<file path="src/rtl/fetch_pkg.sv">
// fetch_pkg: shared word/address widths and fetch FSM state codes
package fetch_pkg;
  localparam int DATA_W_DEF = 16;
  localparam int ADDR_W_DEF = 8;
  typedef enum logic [1:0] {
    S_FETCH = 2'b00,
    S_WAIT  = 2'b01,
    S_HOLD  = 2'b10
  } fetch_state_e;
endpackage

</file>
<file path="src/rtl/fetch_unit_pc_counter.sv">
// pc_counter: program counter with load priority over increment, wraps modulo 2^ADDR_W
module pc_counter #(
  parameter int ADDR_W = 8,
  parameter logic [ADDR_W-1:0] RESET_PC = '0
) (
  input  logic              clk,
  input  logic              rst_n,
  input  logic              i_inc,
  input  logic              i_load,
  input  logic [ADDR_W-1:0] i_target,
  output logic [ADDR_W-1:0] o_pc
);
  logic [ADDR_W-1:0] r_pc;
  always_ff @(posedge clk or negedge rst_n)
    if (!rst_n) r_pc <= RESET_PC;
    else if (i_load) r_pc <= i_target;
    else if (i_inc) r_pc <= r_pc + 1'b1;
  assign o_pc = r_pc;
endmodule

</file>
<file path="src/rtl/fetch_unit.sv">
// fetch_unit: fetches one instruction per ack, holds it for the controller and
// lends the RAM port to controller data accesses while in S_HOLD
module fetch_unit
  import fetch_pkg::*;
#(
  parameter int DATA_W = DATA_W_DEF,
  parameter int ADDR_W = ADDR_W_DEF,
  parameter logic [ADDR_W-1:0] RESET_PC = '0
) (
  input  logic              clk,
  input  logic              reset,
  output logic [ADDR_W-1:0] mem_addr,
  output logic              mem_write,
  input  logic [DATA_W-1:0] mem_rdata,
  output logic [DATA_W-1:0] instr,
  output logic              instr_valid,
  input  logic              instr_ack,
  input  logic              dmem_req,
  input  logic [ADDR_W-1:0] dmem_addr,
  input  logic              dmem_write,
  input  logic              pc_load,
  input  logic [ADDR_W-1:0] pc_target,
  output logic [ADDR_W-1:0] pc
);
  fetch_state_e      r_state, w_next;
  logic [DATA_W-1:0] r_instr;
  logic              r_valid;
  logic              w_hold, w_dsel;
  logic [ADDR_W-1:0] w_pc;
  pc_counter #(.ADDR_W(ADDR_W), .RESET_PC(RESET_PC)) u_pc (
    .clk      (clk),
    .rst_n    (reset),
    .i_inc    (r_state == S_WAIT),
    .i_load   (w_hold & instr_ack & pc_load),
    .i_target (pc_target),
    .o_pc     (w_pc)
  );
  always_comb begin
    w_next = S_FETCH;
    w_hold = 1'b0;
    case (r_state)
      S_FETCH: w_next = S_WAIT;
      S_WAIT:  w_next = S_HOLD;
      S_HOLD: begin
        w_hold = 1'b1;
        w_next = instr_ack ? S_FETCH : S_HOLD;
      end
      default: w_next = S_FETCH;
    endcase
  end
  // controller owns the RAM port only while an instruction is held
  assign w_dsel    = w_hold & dmem_req;
  assign mem_addr  = w_dsel ? dmem_addr : w_pc;
  assign mem_write = w_dsel & dmem_write;
  always_ff @(posedge clk or negedge reset)
    if (!reset) begin
      r_state <= S_FETCH;
      r_instr <= '0;
      r_valid <= 1'b0;
    end else begin
      r_state <= w_next;
      r_valid <= (w_next == S_HOLD);
      if (r_state == S_WAIT) r_instr <= mem_rdata;
    end
  assign instr       = r_instr;
  assign instr_valid = r_valid;
  assign pc          = w_pc;
endmodule

</file>
<file path="config.mk">
export PLATFORM = sky130hd
export DESIGN_NAME = fetch_unit
export DESIGN_NICKNAME = d
export VERILOG_FILES = /design/src/rtl/fetch_pkg.sv /design/src/rtl/fetch_unit_pc_counter.sv /design/src/rtl/fetch_unit.sv
export SDC_FILE = /design/constraint.sdc
export NUM_CORES = 1
export LEC_CHECK = 0
export ABC_CLOCK_PERIOD_IN_PS = 3600
export CORE_MARGIN = 3
export CORE_UTILIZATION = 41
export DETAILED_ROUTE_END_ITERATION = 6
export GPL_ROUTABILITY_DRIVEN = 1
export PLACE_DENSITY_LB_ADDON = 0.2
export SLEW_MARGIN = 40
export SYNTH_ARGS = -nofsm -noshare
export SYNTH_HDL_FRONTEND = slang
export SYNTH_SLANG_ARGS = --single-unit
</file>
<file path="constraint.sdc">
create_clock -name clk -period 3.6 [get_ports clk]
set_clock_uncertainty 0.05 [all_clocks]
set_input_delay 0.72 -clock clk [delete_from_list [all_inputs] [get_ports clk]]
set_output_delay 0.72 -clock clk [all_outputs]
set_load 0.005 [all_outputs]
</file>
Word level (Yosys, flattened, before mapping). Cells that the tools add are included.

Input port bits: 38. Logic and storage cells: 20. Output and inout bits: 34. Flip-flop bits (word level): 27.

Bitwise logic cells: 4. Muxes and demuxes: 6. Reductions and logical operators: 2. Eq/ne operators: 3. $add $sub $neg: 1.

Operators with widths (number): 2-to-1 mux 8 bit (3); adder 8 x 1 -> 8 bit (second input constant) (1); one-hot mux 2 bit (3 select lines) (1); bitwise AND 1 bit (4); == test 2 bit (second input constant) (2); == test 2 x 1 -> 1 bit (second input constant) (1); logical NOT 2 bit (1); 2-to-1 mux 2 bit (1); nonzero test 2 bit (1); 2-to-1 mux 1 bit (1).

Depth between registers and ports, before layout.
Word-level depth: 5. Mapped depth: 6. Mapped depth without buffers: 4.

Hierarchy. Synthesis repeated with hierarchy kept, for this count alone.

Cell total of the unflattened synthesis: 104. Area, all modules: 1316.3 sq um.

Modules (own cells, without submodules): fetch_unit (area an instance 865.8 sq um, cells each 55, times used 1, seq. area each 475.5 sq um); pc_counter (area an instance 450.4 sq um, cells each 49, times used 1, seq. area each 200.2 sq um).

Worst setup path before layout. OpenSTA, ideal clock, no wires.

Kind: in2out. From: in dmem_req. To: out mem_addr[0]. Arrival time: 1.342 ns. Setup slack: 1.488 ns. Path buffers: 0. Required time: 2.830 ns. Cell stages on the path: 2. Cell sequence: nand3b_1 mux2_2.

Longest elaborated chain between the ends: 2.

Ends and longest elaborated chain: from (decl) (line fetch_unit.sv:18) `input logic dmem_req,`; bitwise AND 1 bit (line fetch_unit.sv:52) `assign w_dsel = w_hold & dmem_req;`; 2-to-1 mux 8 bit (line fetch_unit.sv:53) `assign mem_addr = w_dsel ? dmem_addr : w_pc;`; to (decl) (line fetch_unit.sv:12) `output logic [ADDR_W-1:0] mem_addr,`.

No other way between the ends.

Worst setup path in the final report.
From: in dmem_req. To: out mem_addr[1].

The elaborated chain is that of the path after synthesis.

==> metrics.yaml <==
yosys:
  ys.warnings.count: 0
  synthArstFlopShare: 1.00
  synth_cell_types: 29
  synthDominantCellAreaShare: 0.531
  yosys.area_share.adder: 0.00983
  synth.area.mux_share: 0.0787
  synth_top_family_by_area: "simple AND/OR/NAND/NOR gates"
  synth_area_leaders: "dfrtp_1 (53%), nand2_1 (16%), mux2_2 (7.1%), nor2_1 (1.8%), buf_2 (1.6%)"
  synth_nets: 174
  synth_area_sq_um: 1270
  netlist_instances: 135
  avgSynthCellArea_sq_um: 9.43
  yosys.area_share.simple: 0.281
  ys_top_cells_by_count: "nand2_1 (53), dfrtp_1 (27), mux2_2 (8)"
  yosysMostFrequentCell: "nand2_1"
  synth_edf_count: 0
  synth-compound-area-share: 0.0747
  synth-main-ff-cell: "dfrtp_1"
  ys_ff_latch: 27
  ys_seq_area_frac: 0.531
  synth.largest_area_cell: "dfrtp_1"
  synth-xor-area-share: 0
sta:
  period_share: 0.866
  setup_viol: 0
  rsz0062_at_grt: "no"
  max_freq_ghz: 0.321
  relSlewSlack: 0.636
  tns_ns: 0
  final_hold_viol_count: 0
  slew_violations: 0
  post-route-min-period_ns: 3.12
  fin_hold_ws_ns: 0.442
  worst_pin_slew_ns: 0.545
pwr:
  leakage_nw: 0.917
  powerDensity_nw_per_um2: 780
  peakVddDrop_mv: 0.431
  power.total_mw: 1.60
run_status:
  status: "completed"
global_route:
  first_global_vias: 1244
  grt_max_degree: 28
  antenna_found_initial: 0
  grt_pass1_wl_microns: 5460
  grt_usage: 0.192
  overflow: 0
die:
  die_w_microns: 61.7
  dieArea_sq_um: 3810
  core_area_sq_um: 2850
  top_level_ports: 72
  initial_utilization: 0.446
  rows: 19
  fp.dieH_microns: 61.7
detailed_routing:
  wl_per_cell_microns: 14.8
  remaining_drc_errors: 0
  postRouteAntennaNets: 0
  vias: 1247
  vias_per_cell: 5.24
  dr.pass1.iters: 4
  wl_microns: 3520
  initialDrtViolationCount: 43
placed_design:
  dp.cells: 233
  numPortBuffers: 71
  dp_hpwl_microns: 2690
  place.gp.congestion: 0.779
worst_setup_path:
  path_max_fanout: 9
  critPathKind: "primary input to primary output"
  crit_arrival_ns: 2.35
  end_kind: "primary output"
  worstPathRequired_ns: 2.83
  start_kind: "primary input"
finish:
  drive_gt1_frac: 0.0821
  synthToLayoutAreaGrowth_pct: 61.0
  fin_cells: 238
  fin_nets: 247
  diodes: 0
hold_path:
  hold_class: "register to register"
clock_network:
  clock_latency_ns: 0.32
  clk_pin_slew_ns: 0.14
  cts_max_level: 1
  tritoncts: "done"
  cts_setup_buffers: 0
  cts.path.max_buffers: 2
  numCtsBuffers: 3
  cts.sinks: 27
  root_buffer: "clkbuf_4"
  post_cts_resized: 0
  cts_hold_buf: 0
job:
  max-cap-violations: 0
[layer usage]
metal	track usage	share of wire	vias to the layer above	wire length, microns
met5	0	0	-	0
met4	0.0667	0.012	0	44
met3	0.0393	0.066	4	232
met2	0.368	0.53	45	1870
met1	0.206	0.39	594	1370
li1	-	-	604	-
[where the power goes]
part / leakage, nW / switching [mW] / total [mW] / internal, mW
Clock: 0.0177 / 0.0875 / 0.129 / 0.0416
Sequential: 0.325 / 0.145 / 0.597 / 0.452
Combinational: 0.574 / 0.336 / 0.872 / 0.535
[worst max-delay path, stage by stage]
cell and delay (ns):
clkdlybuf4s50_1 0.45, nand3b_1 0.31, mux2_2 0.41, clkdlybuf4s50_1 0.45
[area by class of cell]
type | instances | area (sq um)
Clock inverter | 1 | 5.00
Fill cell | 243 | 805
Sequential cell | 27 | 676
Clock buffer | 3 | 22.5
Tap cell | 31 | 38.8
Inverter | 1 | 3.75
Timing Repair Buffer | 74 | 737
Multi-Input combinational cell | 101 | 566
[final timing paths]
check / cells past startpoint / start / slack (ns) / end
worst max-delay path: 4 / dmem_req / 0.48 / mem_addr[1]
worst min-delay path: 2 / instr[6] / 0.44 / instr[6]
worst max register to register: 4 / r_state[0] / 1.88 / u_pc.o_pc[4]
worst min register to register: 2 / instr[6] / 0.44 / instr[6]
max in group asynchronous: 2 / reset / 2.53 / u_pc.o_pc[6]
min in group asynchronous: 2 / reset / 0.70 / instr[2]
[metrics by stage]
stage,cell area [sq um],utilization,setup slack [ns]
finish,2050,0.718,0.483
global route,2050,0.718,0.396
CTS,2040,0.714,0.478
detailed placement,2010,0.704,0.470
global placement,2010,0.704,0.558
floorplan,1270,-,1.49
[state kept, by name (all words and copies together), names as in the netlist]
register,flops
u_pc.o_pc,8
instr,16
r_state,2
instr_valid,1
[kinds of logic after synthesis]
group | Yosys count
AND/OR/NAND/NOR | 77
flip-flops | 27
adder cells (fa/ha/maj) | 1
AO/OA/AOI/OAI | 14
multiplexers | 9
buffers and inverters | 7
[placed cells by master (no fill, tap or decap), types with 2 or more instances in the layout]
master | synthesis | final
or3_1 | 2 | 2
a31oi_1 | 3 | 3
nand4b_1 | 2 | 2
mux2_2 | 8 | 8
nand2_1 | 53 | 53
buf_4 | 0 | 2
nand4_1 | 2 | 2
nor2_1 | 6 | 6
or4_1 | 2 | 2
clkdlybuf4s50_1 | 0 | 71
dfrtp_1 | 27 | 27
nand3_1 | 3 | 3
o21ai_0 | 4 | 4
nand2b_1 | 2 | 2
clkbuf_4 | 0 | 3
Note: power is estimated with default switching activity, not from simulation.
